==> src/rtl/decode_ctrl_pkg.sv <==
// Shared definitions for the fetch/decode/writeback controller: opcodes,
// FSM state encoding, instruction field positions and the decoded-field record.
package decode_ctrl_pkg;

  localparam int OPC_MSB = 15;
  localparam int OPC_LSB = 12;
  localparam int RD_MSB  = 11;
  localparam int RD_LSB  = 9;
  localparam int RS0_MSB = 8;
  localparam int RS0_LSB = 6;
  localparam int RS1_MSB = 5;
  localparam int RS1_LSB = 3;
  localparam int FN_MSB  = 2;
  localparam int FN_LSB  = 0;
  localparam int IMM_MSB = 8;

  localparam logic [3:0] OP_NOP  = 4'h0;
  localparam logic [3:0] OP_ALU  = 4'h1;
  localparam logic [3:0] OP_LDI  = 4'h2;
  localparam logic [3:0] OP_MOV  = 4'h3;
  localparam logic [3:0] OP_HALT = 4'hF;

  // ALU function that forwards operand A unchanged (used by MOV).
  localparam logic [2:0] ALU_PASS_A = 3'b111;

  typedef enum logic [2:0] {
    FETCH  = 3'd0,
    DECODE = 3'd1,
    EXEC   = 3'd2,
    WB     = 3'd3,
    HALT   = 3'd4
  } state_t;

  typedef struct packed {
    logic [2:0]  dest;
    logic [2:0]  src0;
    logic [2:0]  src1;
    logic [2:0]  alu_op;
    logic [15:0] imm;
    logic        wb_sel;
    logic        writes;
    logic        legal;
    logic        is_halt;
  } fields_t;

  // Decode of the all-zero IR (a NOP), which is what reset leaves in IR.
  localparam fields_t FIELDS_NOP = '{
    dest:    3'd0,
    src0:    3'd0,
    src1:    3'd0,
    alu_op:  3'd0,
    imm:     16'd0,
    wb_sel:  1'b0,
    writes:  1'b0,
    legal:   1'b1,
    is_halt: 1'b0
  };

  function automatic logic [15:0] zext_imm(input logic [IMM_MSB:0] f);
    return {{(15 - IMM_MSB){1'b0}}, f};
  endfunction

endpackage

==> src/rtl/decode_ctrl_field_decode.sv <==
// Purely combinational instruction-word decode: register fields, ALU op,
// immediate, write-data select and the write/legal/halt classification.
module instr_field_decode
  import decode_ctrl_pkg::*;
(
  input  logic [15:0] ir,
  output logic [2:0]  dest,
  output logic [2:0]  src0,
  output logic [2:0]  src1,
  output logic [2:0]  alu_op,
  output logic [15:0] imm,
  output logic        wb_sel,
  output logic        writes,
  output logic        legal,
  output logic        is_halt
);

  logic [3:0] opcode;

  always_comb begin
    opcode  = ir[OPC_MSB:OPC_LSB];
    dest    = ir[RD_MSB:RD_LSB];
    src0    = ir[RS0_MSB:RS0_LSB];
    src1    = ir[RS1_MSB:RS1_LSB];
    imm     = zext_imm(ir[IMM_MSB:0]);
    alu_op  = 3'b000;
    wb_sel  = 1'b0;
    writes  = 1'b0;
    legal   = 1'b1;
    is_halt = 1'b0;
    case (opcode)
      OP_NOP: begin
      end
      OP_ALU: begin
        alu_op = ir[FN_MSB:FN_LSB];
        writes = 1'b1;
      end
      OP_LDI: begin
        wb_sel = 1'b1;
        writes = 1'b1;
      end
      OP_MOV: begin
        alu_op = ALU_PASS_A;
        writes = 1'b1;
      end
      OP_HALT: begin
        is_halt = 1'b1;
      end
      default: begin
        legal = 1'b0;
      end
    endcase
  end

endmodule

==> src/rtl/decode_ctrl.sv <==
// Four-cycle fetch/decode/exec/writeback controller driving the 8x16 register
// file controls and the ALU op/immediate; owns the program counter.
module decode_ctrl
  import decode_ctrl_pkg::*;
#(
  parameter logic [15:0] RESET_PC     = 16'h0000,
  parameter bit          ILLEGAL_HALT = 1'b0
)
(
  input  logic        clk,
  input  logic        reset,
  output logic        instr_req,
  output logic [15:0] instr_addr,
  input  logic        instr_valid,
  input  logic [15:0] instr_data,
  output logic [2:0]  dest,
  output logic [2:0]  src0,
  output logic [2:0]  src1,
  output logic        w_en,
  output logic        wb_sel,
  output logic [2:0]  alu_op,
  output logic [15:0] imm,
  output logic [15:0] pc,
  output logic        halted,
  output logic        illegal
);

  state_t      state_q, state_d;
  logic [15:0] pc_q, pc_d;
  logic [15:0] ir_q, ir_d;
  fields_t     fld_q, fld_d;
  logic        w_en_q, w_en_d;
  logic        illegal_q, illegal_d;
  logic        halted_q, halted_d;
  logic        instr_req_q, instr_req_d;
  logic        load;

  logic [2:0]  dec_dest, dec_src0, dec_src1, dec_alu_op;
  logic [15:0] dec_imm;
  logic        dec_wb_sel, dec_writes, dec_legal, dec_is_halt;

  // Decoding the next IR value lets the field registers load on the same edge
  // as IR, so the fields are already valid in the DECODE cycle.
  instr_field_decode u_field_decode (
    .ir      (ir_d),
    .dest    (dec_dest),
    .src0    (dec_src0),
    .src1    (dec_src1),
    .alu_op  (dec_alu_op),
    .imm     (dec_imm),
    .wb_sel  (dec_wb_sel),
    .writes  (dec_writes),
    .legal   (dec_legal),
    .is_halt (dec_is_halt)
  );

  always_comb begin
    load = (state_q == FETCH) && instr_valid;
    ir_d = load ? instr_data : ir_q;

    fld_d.dest    = dec_dest;
    fld_d.src0    = dec_src0;
    fld_d.src1    = dec_src1;
    fld_d.alu_op  = dec_alu_op;
    fld_d.imm     = dec_imm;
    fld_d.wb_sel  = dec_wb_sel;
    fld_d.writes  = dec_writes;
    fld_d.legal   = dec_legal;
    fld_d.is_halt = dec_is_halt;

    state_d   = state_q;
    pc_d      = pc_q;
    w_en_d    = 1'b0;
    illegal_d = 1'b0;

    case (state_q)
      FETCH: begin
        if (load) begin
          state_d   = DECODE;
          illegal_d = !dec_legal;
        end
      end
      DECODE: begin
        if (fld_q.is_halt || (!fld_q.legal && ILLEGAL_HALT)) begin
          state_d = HALT;
        end else begin
          state_d = EXEC;
        end
      end
      EXEC: begin
        state_d = WB;
        w_en_d  = fld_q.writes;
      end
      WB: begin
        state_d = FETCH;
        pc_d    = pc_q + 16'd1;
      end
      HALT: begin
        state_d = HALT;
      end
      default: begin
        state_d = FETCH;
      end
    endcase

    // Status outputs are registered views of the state being entered.
    halted_d    = (state_d == HALT);
    instr_req_d = (state_d == FETCH);
  end

  always_ff @(posedge clk or posedge reset) begin
    if (reset) begin
      state_q     <= FETCH;
      pc_q        <= RESET_PC;
      ir_q        <= 16'h0000;
      fld_q       <= FIELDS_NOP;
      w_en_q      <= 1'b0;
      illegal_q   <= 1'b0;
      halted_q    <= 1'b0;
      instr_req_q <= 1'b1;
    end else begin
      state_q     <= state_d;
      pc_q        <= pc_d;
      ir_q        <= ir_d;
      fld_q       <= fld_d;
      w_en_q      <= w_en_d;
      illegal_q   <= illegal_d;
      halted_q    <= halted_d;
      instr_req_q <= instr_req_d;
    end
  end

  always_comb begin
    instr_req  = instr_req_q;
    instr_addr = pc_q;
    pc         = pc_q;
    dest       = fld_q.dest;
    src0       = fld_q.src0;
    src1       = fld_q.src1;
    alu_op     = fld_q.alu_op;
    imm        = fld_q.imm;
    wb_sel     = fld_q.wb_sel;
    w_en       = w_en_q;
    halted     = halted_q;
    illegal    = illegal_q;
  end

endmodule

==> config.mk <==
export PLATFORM = sky130hd
export DESIGN_NAME = decode_ctrl
export DESIGN_NICKNAME = d
export VERILOG_FILES = /design/src/rtl/decode_ctrl_pkg.sv /design/src/rtl/decode_ctrl_field_decode.sv /design/src/rtl/decode_ctrl.sv
export SDC_FILE = /design/constraint.sdc
export NUM_CORES = 1
export LEC_CHECK = 0
export ABC_AREA = 1
export CORE_MARGIN = 8
export CORE_UTILIZATION = 42
export CTS_CLUSTER_DIAMETER = 30
export DETAILED_ROUTE_END_ITERATION = 10
export PLACE_DENSITY_LB_ADDON = 0.12
export SYNTH_ARGS = -nofsm -noshare
export SYNTH_HDL_FRONTEND = slang
export SYNTH_SLANG_ARGS = --single-unit
==> constraint.sdc <==
create_clock -name clk -period 2.4 [get_ports clk]
set_input_delay 0.24 -clock clk [delete_from_list [all_inputs] [get_ports clk]]
set_output_delay 0.24 -clock clk [all_outputs]
set_load 0.1 [all_outputs]
; Word level (Yosys, flattened, before mapping)
; Index checks and enable logic that the tools add are counted.
[classes]
n_mul = 0
n_shift = 0
n_lt_le_gt_ge = 0
addsub = 1
muxes = 12
n_div = 0
bitwise = 0
reduce_logical = 7
eq_ne = 9
[ops]
columns = cell, count
row1 = $add A16 B1 Y16 const B, 1
row2 = $mux W16, 1
row3 = $pmux W3 S4, 1
row4 = $eq A4 B2 Y1 const B, 2
row5 = $mux W1, 7
row6 = $eq A3 B2 Y1 const B, 2
row7 = $eq A3 B3 Y1 const B, 2
row8 = $logic_not A3 Y1, 2
row9 = $mux W3, 2
row10 = $pmux W3 S2, 1
row11 = $reduce_or A5 Y1, 1
row12 = $eq A4 B1 Y1 const B, 1
row13 = $eq A4 B4 Y1 const B, 1
row14 = $logic_not A4 Y1, 1
row15 = $eq A3 B1 Y1 const B, 1
row16 = $reduce_or A3 Y1, 1
row17 = $logic_and A1 B1 Y1, 1
row18 = $logic_not A1 Y1, 1
[word_totals]
mem_bits_rw = 0
memories = 0
word_cells = 44
mem_bits_ro = 0
reg_bits = 63
out_inout_bits = 65
latchBits = 0
inputBits = 19

; Longest topological paths before layout
; Gate-level depths: netlist (run 1).
[depth]
ltp_word = 9
depth_mapped = 8

; Hierarchy
; Synthesis (run 1) repeated with hierarchy kept, for this count alone.
[hier_totals]
cells_unflattened = 319
area_unflattened_um2 = 3139.3
[by_module_without_submodules]
columns = module, n_inst, seq_area_each_um2, cells_each, area_each_um2
row1 = decode_ctrl, 1, 1752.9, 277, 2881.5
row2 = instr_field_decode, 1, 0.0, 42, 257.7

; Worst setup path before layout (run 1)
; OpenSTA, ideal clock, no wires.
[synth_timing]
kind = reg2reg
from = reg pc_q[0], in the netlist instr_addr[0]
to = reg pc_q[14], in the netlist instr_addr[14]
path_buffers = 0
period_less_slack_ns = 2.050
t_arrival_ns = 1.927
path_stages_with_launch = 9
path_slack_ns = 0.350
t_required_ns = 2.278
path_cell_list = dfrtp_1 > ha_1 > nand3_1 > nor2_4 > nand2_2 > nor2_4 > nand2_1 > nand2_1 > nand2_1
[synth_between]
elab_chain_cells = 1
[synth_rtl]
columns = item, line_no
row1 = from (decl), decode_ctrl.sv:29  ; logic [15:0] pc_q, pc_d;
row2 = from (signal assigned), decode_ctrl.sv:123  ; pc_q <= pc_d;
row3 = $add A16 B1 Y16, decode_ctrl.sv:96  ; pc_d = pc_q + 16'd1;
; No other way between the ends.
; A chain may end at the register's enable or synchronous reset.

; Final worst setup path (run 1)
[layout_timing]
from = reg state_q[1]
to = reg fld_q (netlist bit alu_op[2])
[layout_lines]
columns = item, line_no
row1 = from (decl), decode_ctrl.sv:28  ; state_t state_q, state_d;
row2 = from (signal assigned), decode_ctrl.sv:122  ; state_q <= state_d;
row3 = $logic_not A3 Y1, decode_ctrl.sv:58  ; load = (state_q == FETCH) && instr_valid;
row4 = $logic_and A1 B1 Y1, decode_ctrl.sv:58
row5 = $mux W16, decode_ctrl.sv:59  ; ir_d = load ? instr_data : ir_q;
row6 = net dec_imm[2], decode_ctrl.sv:39  ; logic [15:0] dec_imm;
row7 = $pmux W3 S2, decode_ctrl_field_decode.sv:31  ; case (opcode)
row8 = net dec_alu_op[2], decode_ctrl.sv:38  ; logic [2:0] dec_dest, dec_src0, dec_src1, dec_alu_op;
row9 = to (signal assigned), decode_ctrl.sv:125  ; fld_q <= fld_d;
row10 = to (decl), decode_ctrl.sv:31  ; fields_t fld_q, fld_d;
; The timed path passes the listed nets, and every way through them passes these cells.

==> metrics, run 1 <==
cell taking the most area after synthesis dfrtp_1; distinct cell type count after synthesis 29; CTS tree yes; DR vias/cell 4.428; WP buf/inv 1; share of layout cells above drive strength 1 31.31%; crit-path max cell delay 0.52 ns; Yosys top cell area share 45.76%; largest delay contributor family on the critical path simple AND/OR/NAND/NOR gates; Crit-path slowest cell dfrtp_1; endpoints failing setup 0; mux share of post-synthesis cell area 0%; Multi-input gate area 887.1 µm²; Cells after Synth 254; Synth Area in Compound Gates 1.664%; grt total ovfl 0; first-pass GRT wire length 7797 µm; Max Cap Violations 0; die width 91.69 µm; final slew viol count 0; Post-Synth XOR/XNOR Area 3.952%; Clock Latency Late Sink 0.29 ns; via count 1634; final setup TNS 0 ns; Avg Synthesized Cell Area 9.473 µm²; Setup Skew 0.008214 ns; crit path from state_q[1]; Final Routed Wirelength 4522 µm; Root Driver clkbuf_8; # DRC 0; die area 8407 µm²; hold buffers post-CTS 0; Ports 84; unrepaired setup endpoints after global routing no; Max Root-Sink Buffers 2; DR WL/cell 12.25 µm; crit start category register; post-synthesis sequential area ratio 46.85%; Die Ht 91.69 µm; largest net degree at the start of global routing 46; Final WS setup 0.9323 ns; DR WL met2 2196 µm; Yosys reg bits 45; Clock H-tree levels 2; Site Rows 27; GRT Resource Usage Total 11.25%; maximum clock frequency 681.3 MHz; Mapped Area 2406 µm²; DR WL met3 319 µm; Synth Area in Simple Gates 29.64%; Yosys warning total 0; NumNets Final 316; Fillers 544; most used cell, CP nand2_1; Post-CTS Resized 0; fin crit share 61.16%; vias in the first global route 1676; number of diodes 0; origin of the critical flop-to-flop path state_q[1]; ranking of synthesized cells by area dfrtp_1, buf_4, nand2_1; outcome finished, final reports clean; Core Footprint 5507 µm²; clk slew on worst S/H paths 0.08 ns; critical setup path kind reg -> reg; initial antenna violation count 0; met1 WL 1945 µm; total CTS buffers 5; worst-path maximum fanout 18; Synth Area in Adders 0.5200%; type of the tightest min-delay check in -> async; Worst EP required 2.63 ns; largest family of logic cells by synthesized area simple AND/OR/NAND/NOR gates; worst-path cell chain nor2_8 > nand2_8 > inv_2 > nand2_1 > nand2_1 > nand3_1 > nand2_1; CP Capture Type register; Area Overhead vs Synth 19.19%; post-route ant nets 0; TritonRoute pass-1 iters 4; critical path arrival 1.70 ns; top layer in use met4; First DRT Iteration DRCs 46; Final min period 1.468 ns; Register Area 1127 µm²; Initial Util 43.69%; hpwl dp 3528 µm; Final Hold Viols 0; total setup buffers inserted after CTS 0; clk sinks 45; PortBufs 76; Core Util, Final 52.08%; routability cong. 0.7100; Setup WS pre-CTS 0.7094 ns
-- logic make-up after synthesis --
family          after synthesis
buf+inv                      60
xor+xnor                     10
simple gates                130
compound gates                7
fa+ha+maj                     1
other cells                   1
flops                        45
-- per-stage QoR --
step | instances | hold WS (ns) | cell area (µm²)
final | 369 | 0.2944 | 2868
after global routing | 369 | 0.3177 | 2868
after CTS | 369 | 0.2974 | 2868
after detailed placement | 361 | 0.4700 | 2785
after global placement | 361 | 0.4656 | 2785
after floorplan | 260 | 0.3496 | 2429
-- final cells by class --
| type | instances | share of cell area [%] |
|---|---|---|
| Inverter | 12 | 1.571 |
| Multi-Input combinational cell | 155 | 30.93 |
| Sequential cell | 45 | 39.31 |
| Clock inverter | 2 | 0.3490 |
| Timing Repair Buffer | 77 | 22.16 |
| Tap cell | 72 | 3.141 |
| Clock buffer | 6 | 2.531 |
-- layer usage --
| metal | track usage (%) | vias up |
|---|---|---|
| li1 | - | 826 |
| met1 | 13.05 | 758 |
| met2 | 18.31 | 43 |
| met3 | 4.401 | 7 |
| met4 | 4.430 | 0 |
| met5 | 0 | - |
-- worst min-delay path, cell delays in order --
cell             delay [ns]
clkdlybuf4s50_1        0.41
inv_2                  0.07
buf_12                 0.24
-- worst paths after layout --
kind                       cells past startpoint        end  slack, ns
setup / recovery                               7  alu_op[2]       0.93
hold / removal                                 3    ir_q[5]       0.29
setup reg to reg                               7  alu_op[2]       0.93
hold reg to reg                                2    dest[1]       0.49
max in group asynchronous                      3  instr_req       1.83
min in group clk                               3    dest[1]       0.48
-- placed cells by master, fill, tap and decap left out, types with 4 or more instances in the layout --
cell type        netlist  final
buf_4                 44     58
clkbuf_8               0      5
clkdlybuf4s50_1        0     18
conb_1                 1      7
dfrtp_1               44     44
inv_1                 10      9
nand2_1               75     75
nand2_2                4      4
nand2_4                5      5
nand3_1               11     11
nand3b_1               4      4
nor2_1                11     11
nor2_4                 4      4
nor2_8                 4      4
nor3_1                 4      4
xor2_1                 6      6
-- registers in the layout (all words and copies together), names as in the netlist --
name        count
instr_req       1
wb_sel          1
state_q         3
ir_q           10
dest            2
instr_addr     16
w_en            1
alu_op          3
halted          1
src0            2
illegal         1
fld_q           2
src1            2
-- Yosys cell counts --
cell type  instances
nand2_1           75
buf_4             44
dfrtp_1           44
nand3_1           11
nor2_1            11
inv_1             10
xor2_1             6
nand2_4            5
nand2_2            4
nand3b_1           4
nor2_4             4
nor2_8             4
nor3_1             4
buf_6              3
nand4_1            3
o21ai_0            3
xnor2_1            3
inv_2              2
nor2_2             2
o21ai_1            2
o31ai_1            2
buf_2              1
conb_1             1
dfstp_2            1
ha_1               1
nand2_8            1
nand3_2            1
nand3_4            1
xor2_2             1
Power of run 1 is left out: the tool's default activity adds up to more than one toggle a clock period on the data nets, which glitch-free logic cannot reach.
==> run 2, diff against run 1 <==
==> constraint.sdc (replaced) <==
create_clock -name clk -period 1.4 [get_ports clk]
set_input_delay 0.14 -clock clk [delete_from_list [all_inputs] [get_ports clk]]
set_output_delay 0.14 -clock clk [all_outputs]
set_load 0.1 [all_outputs]
==> run 2 against run 1 <==
Via count increased by 4.7%. Setup slack got worse by 0.87 ns. First-iteration DRC count increased by 4.3%. Die area unchanged. Worst hold slack got worse by 0.25 ns. Routed wire length increased by 15%. Global-route usage increased by 1.3 points. Count of clock-buffer cells in the layout increased by 2. Register-to-register slack got worse by 0.87 ns. Critical path depth increased by 1. Clock skew decreased by 0.0018 ns. Critical endpoint is now instr_addr[15].
==> metrics, run 2 (synthesis results as in run 1) <==
outcome finished, final reports clean; Initial Util 43.69%; WP buf/inv 1; largest net degree at the start of global routing 40; max reg flops 16; grt total ovfl 0; share of layout cells above drive strength 1 41.42%; crit path from state_q[2]; post-route ant nets 0; Register Area 1181 µm²; Max Root-Sink Buffers 2; critical setup path kind reg -> reg; crit-path max cell delay 0.46 ns; Setup WS pre-CTS -0.1223 ns; R2R depth 8; via count 1711; Final WS setup 0.06533 ns; Crit-path slowest cell dfrtp_2; DR vias/cell 4.491; clk slew on worst S/H paths 0.08 ns; Root Driver clkbuf_8; CP Capture Type register; Fillers 401; crit start category register; Final Hold Viols 0; initial antenna violation count 0; critical path arrival 1.52 ns; Area Overhead vs Synth 57.72%; commonest non-fill, non-tap cell in the layout nand2_1; endpoints failing setup 0; PortBufs 76; Critical Path Sink instr_addr[15]; first-pass GRT wire length 8583 µm; # DRC 0; die area 8407 µm²; clk sinks 45; NumNets Final 328; Max Cap Violations 0; routability cong. 0.8225; CTS tree yes; origin of the critical flop-to-flop path state_q[2]; Ports 84; Core Footprint 5507 µm²; TritonRoute pass-1 iters 4; unrepaired setup endpoints after global routing yes; hpwl dp 4184 µm; placed cells 368; Worst EP required 1.59 ns; Critical R2R Capture instr_addr[15]; Die Ht 91.69 µm; Site Rows 27; First DRT Iteration DRCs 48; Final min period 1.335 ns; worst-path cell chain inv_2 > nand3_4 > nor2_4 > nand2_4 > nor2_8 > nand2_1 > nand2_1 > nand2_1; largest delay contributor family on the critical path simple AND/OR/NAND/NOR gates; FF-to-FF setup slack 0.07 ns; total CTS buffers 5; Multi-input gate area 924.6 µm²; DR WL/cell 13.65 µm; Final Routed Wirelength 5199 µm; Core Util, Final 68.92%; number of diodes 0; vias in the first global route 1723; Crit. path cell count 8; Clock H-tree levels 2; most frequent cells in the layout nand2_1, buf_12, dfrtp_1; GRT Resource Usage Total 12.57%; fin cells 381; final slew viol count 0; die width 91.69 µm; most used cell, CP nand2_1; Setup Skew 0.006395 ns; type of the tightest min-delay check in -> async; worst-path maximum fanout 4; Clock Latency Late Sink 0.30 ns; maximum clock frequency 749.2 MHz; fin crit share 95.33%; hold buffers post-CTS 0
[run 2: cell count changes in the layout (fill, tap and decap cells not counted), sizes merged]
cell    change
buf        +12
clkbuf      +2
clkinv      -2
[run 2: timing repair]
item / 4_1_cts / 5_1_grt
endpoints found under the setup margin: 4 / 10
setup buffers: 0 / 5
gates resized for setup: 2 / 4
pin swaps: 0 / 2
[run 2: worst reg2reg max path: cells and delay by family, from the launching register on]
family,cells,cell delay [ns]
AND/OR/NAND/NOR,7,0.65
flip-flops,1,0.46
buffers and inverters,1,0.10
[run 2: per-stage QoR]
step                      cell area, µm²  hold WS, ns  TNS [ns]
after global routing                3795      0.05502   -0.1037
after floorplan                     2501       0.2496   -0.1419
after detailed placement            3649       0.3718   -0.7279
after CTS                           3741      0.03560         0
final                               3795      0.04203         0
after global placement              3649       0.3705   -0.3159
[run 2: layer usage]
layer,GRT usage [%],wire [µm]
met5,0,0
met4,5.638,89
met3,2.934,200
met2,21.13,2593
met1,14.97,2316
[run 2: worst min-delay path by stage]
stage	slack, ns	cells past startpoint	startpoint	to
3_5_place_dp	0.37	2	reset	ir_q[11]
3_3_place_gp	0.37	2	reset	ir_q[11]
5_1_grt	0.06	2	reset	ir_q[11]
4_1_cts	0.04	2	reset	ir_q[11]
6_report	0.04	2	reset	ir_q[11]
2_1_floorplan	0.25	2	instr_data[9]	dest[0]
[run 2: final cells by class]
cell class | count | area share (%)
clock buffer | 8 | 2.374
inverter | 12 | 1.187
multi-input combinational | 155 | 24.37
sequential | 45 | 31.12
tap | 72 | 2.374
timing repair buffer | 89 | 38.58
Power of run 2 is left out for the same reason.
==> run 3, diff against run 2 <==
--- a/config.mk
+++ b/config.mk
@@ -10,7 +10,7 @@
 export CORE_UTILIZATION = 42
 export CTS_CLUSTER_DIAMETER = 30
 export DETAILED_ROUTE_END_ITERATION = 10
-export PLACE_DENSITY_LB_ADDON = 0.12
+export PLACE_DENSITY = 0.87
 export SYNTH_ARGS = -nofsm -noshare
 export SYNTH_HDL_FRONTEND = slang
 export SYNTH_SLANG_ARGS = --single-unit
==> run 3 against run 2 <==
First-iteration DRC count shrank 10%. Register-to-register slack worse by 0.02 ns. Final area up 1.5%. Non-clock buffer count grew 5. Via count grew 5.0%. Setup slack worse by 0.020 ns. Final cell count rose by 1.3%. Die area unchanged. Highest routed layer unchanged.
==> metrics, run 3 (synthesis results as in run 1) <==
outcome finished, final reports clean; clk slew on worst S/H paths 0.09 ns; maximum clock frequency 738.3 MHz; Core Footprint 5507 µm²; Final Routed Wirelength 5948 µm; initial antenna violation count 0; largest delay contributor family on the critical path simple AND/OR/NAND/NOR gates; # DRC 0; Root Driver clkbuf_8; post-route ant nets 0; Setup Skew 0.006212 ns; TritonRoute pass-1 iters 4; Area Overhead vs Synth 60.11%; type of the tightest min-delay check in -> async; worst-path cell chain inv_2 > nand3_4 > nor2_4 > nand2_4 > nor2_4 > nand2_1 > nand2_1 > nand2_1; grt total ovfl 0; critical setup path kind reg -> reg; via count 1797; final slew viol count 0; routability cong. 0.7930; Ports 84; critical path arrival 1.54 ns; first-pass GRT wire length 9811 µm; largest net degree at the start of global routing 46; Max Cap Violations 0; crit-path max cell delay 0.47 ns; GRT Resource Usage Total 14.28%; Site Rows 27; number of diodes 0; First DRT Iteration DRCs 43; vias in the first global route 1978; crit start category register; Layout Cell Area excl Fill 3852 µm²; CTS tree yes; max reg flops 16; most used cell, CP nand2_1; Worst EP required 1.59 ns; total CTS buffers 5; clk sinks 45; hpwl dp 4814 µm; DR vias/cell 4.655; WP buf/inv 1; PortBufs 76; CP Capture Type register; Crit-path slowest cell dfrtp_2; Clock Latency Late Sink 0.29 ns; fin crit share 96.75%; most frequent cells in the layout nand2_1, buf_12, dfrtp_1; endpoints failing setup 0; unrepaired setup endpoints after global routing yes; worst-path maximum fanout 4; Post-DP Area 3706 µm²; NumNets Final 333; Die Ht 91.69 µm; Initial Util 43.69%; die area 8407 µm²; DR WL/cell 15.41 µm; Clock H-tree levels 2; die width 91.69 µm; Max Root-Sink Buffers 2; share of layout cells above drive strength 1 43.31%; commonest non-fill, non-tap cell in the layout nand2_1; Final Hold Viols 0; Final min period 1.355 ns
==> run 3: cell count changes in the layout (fill, tap and decap cells not counted), sizes merged <==
cell,change
buf,+5
==> run 3: final cells by class <==
type                    instances  area [µm²]
flip-flops and latches         45        1181
fillers                       376        1654
clock buffers                   8       90.09
repair buffers                 94        1514
multi-input cells             155       932.1
inverters                      12       45.04
well taps                      72       90.09
==> run 3: stage by stage <==
step,util [%],instances,setup TNS (ns),setup slack [ns],hold WS (ns)
5_1_grt,69.96,386,-0.1893,-0.03765,0.2486
2_1_floorplan,-,260,-0.1419,-0.08100,0.2496
3_5_place_dp,67.30,374,-1.241,-0.1399,0.4704
4_1_cts,68.94,382,0,0.001431,0.2432
6_report,69.96,386,0,0.04549,0.2278
3_3_place_gp,67.30,374,-0.6935,-0.07178,0.4589
==> run 3: worst reg2reg max path, cell delays in order (launching register included) <==
cell and delay, ns:
dfrtp_2 0.47, inv_2 0.10, nand3_4 0.12, nor2_4 0.16, nand2_4 0.11, nor2_4 0.13, nand2_1 0.06, nand2_1 0.06
nand2_1 0.05
==> run 3: what timing repair did <==
action                     CTS  global route
hold buffers                 0             0
resized for setup            0             9
setup buffers                0             4
setup endpoints to repair    0            13
==> run 3: final timing paths <==
path	cells after the start	startpoint	slack, ns	endpoint
worst max-delay path	8	state_q[2]	0.05	instr_addr[13]
worst min-delay path	3	reset	0.23	src0[0]
worst max register to register	8	state_q[2]	0.05	instr_addr[13]
worst min register to register	2	fld_q[2]	0.48	w_en
max in group asynchronous	3	reset	0.90	instr_req
min in group clk	3	instr_data[9]	0.37	dest[0]
==> run 3: layer usage <==
layer | vias to the layer above | global-route usage [%] | share of wire, %
met5 | - | 0 | 0
met4 | 0 | 5.503 | 2.0
met3 | 9 | 3.667 | 4.7
met2 | 54 | 27.13 | 57
met1 | 879 | 14.54 | 37
li1 | 855 | - | -
Power of run 3 is left out for the same reason.
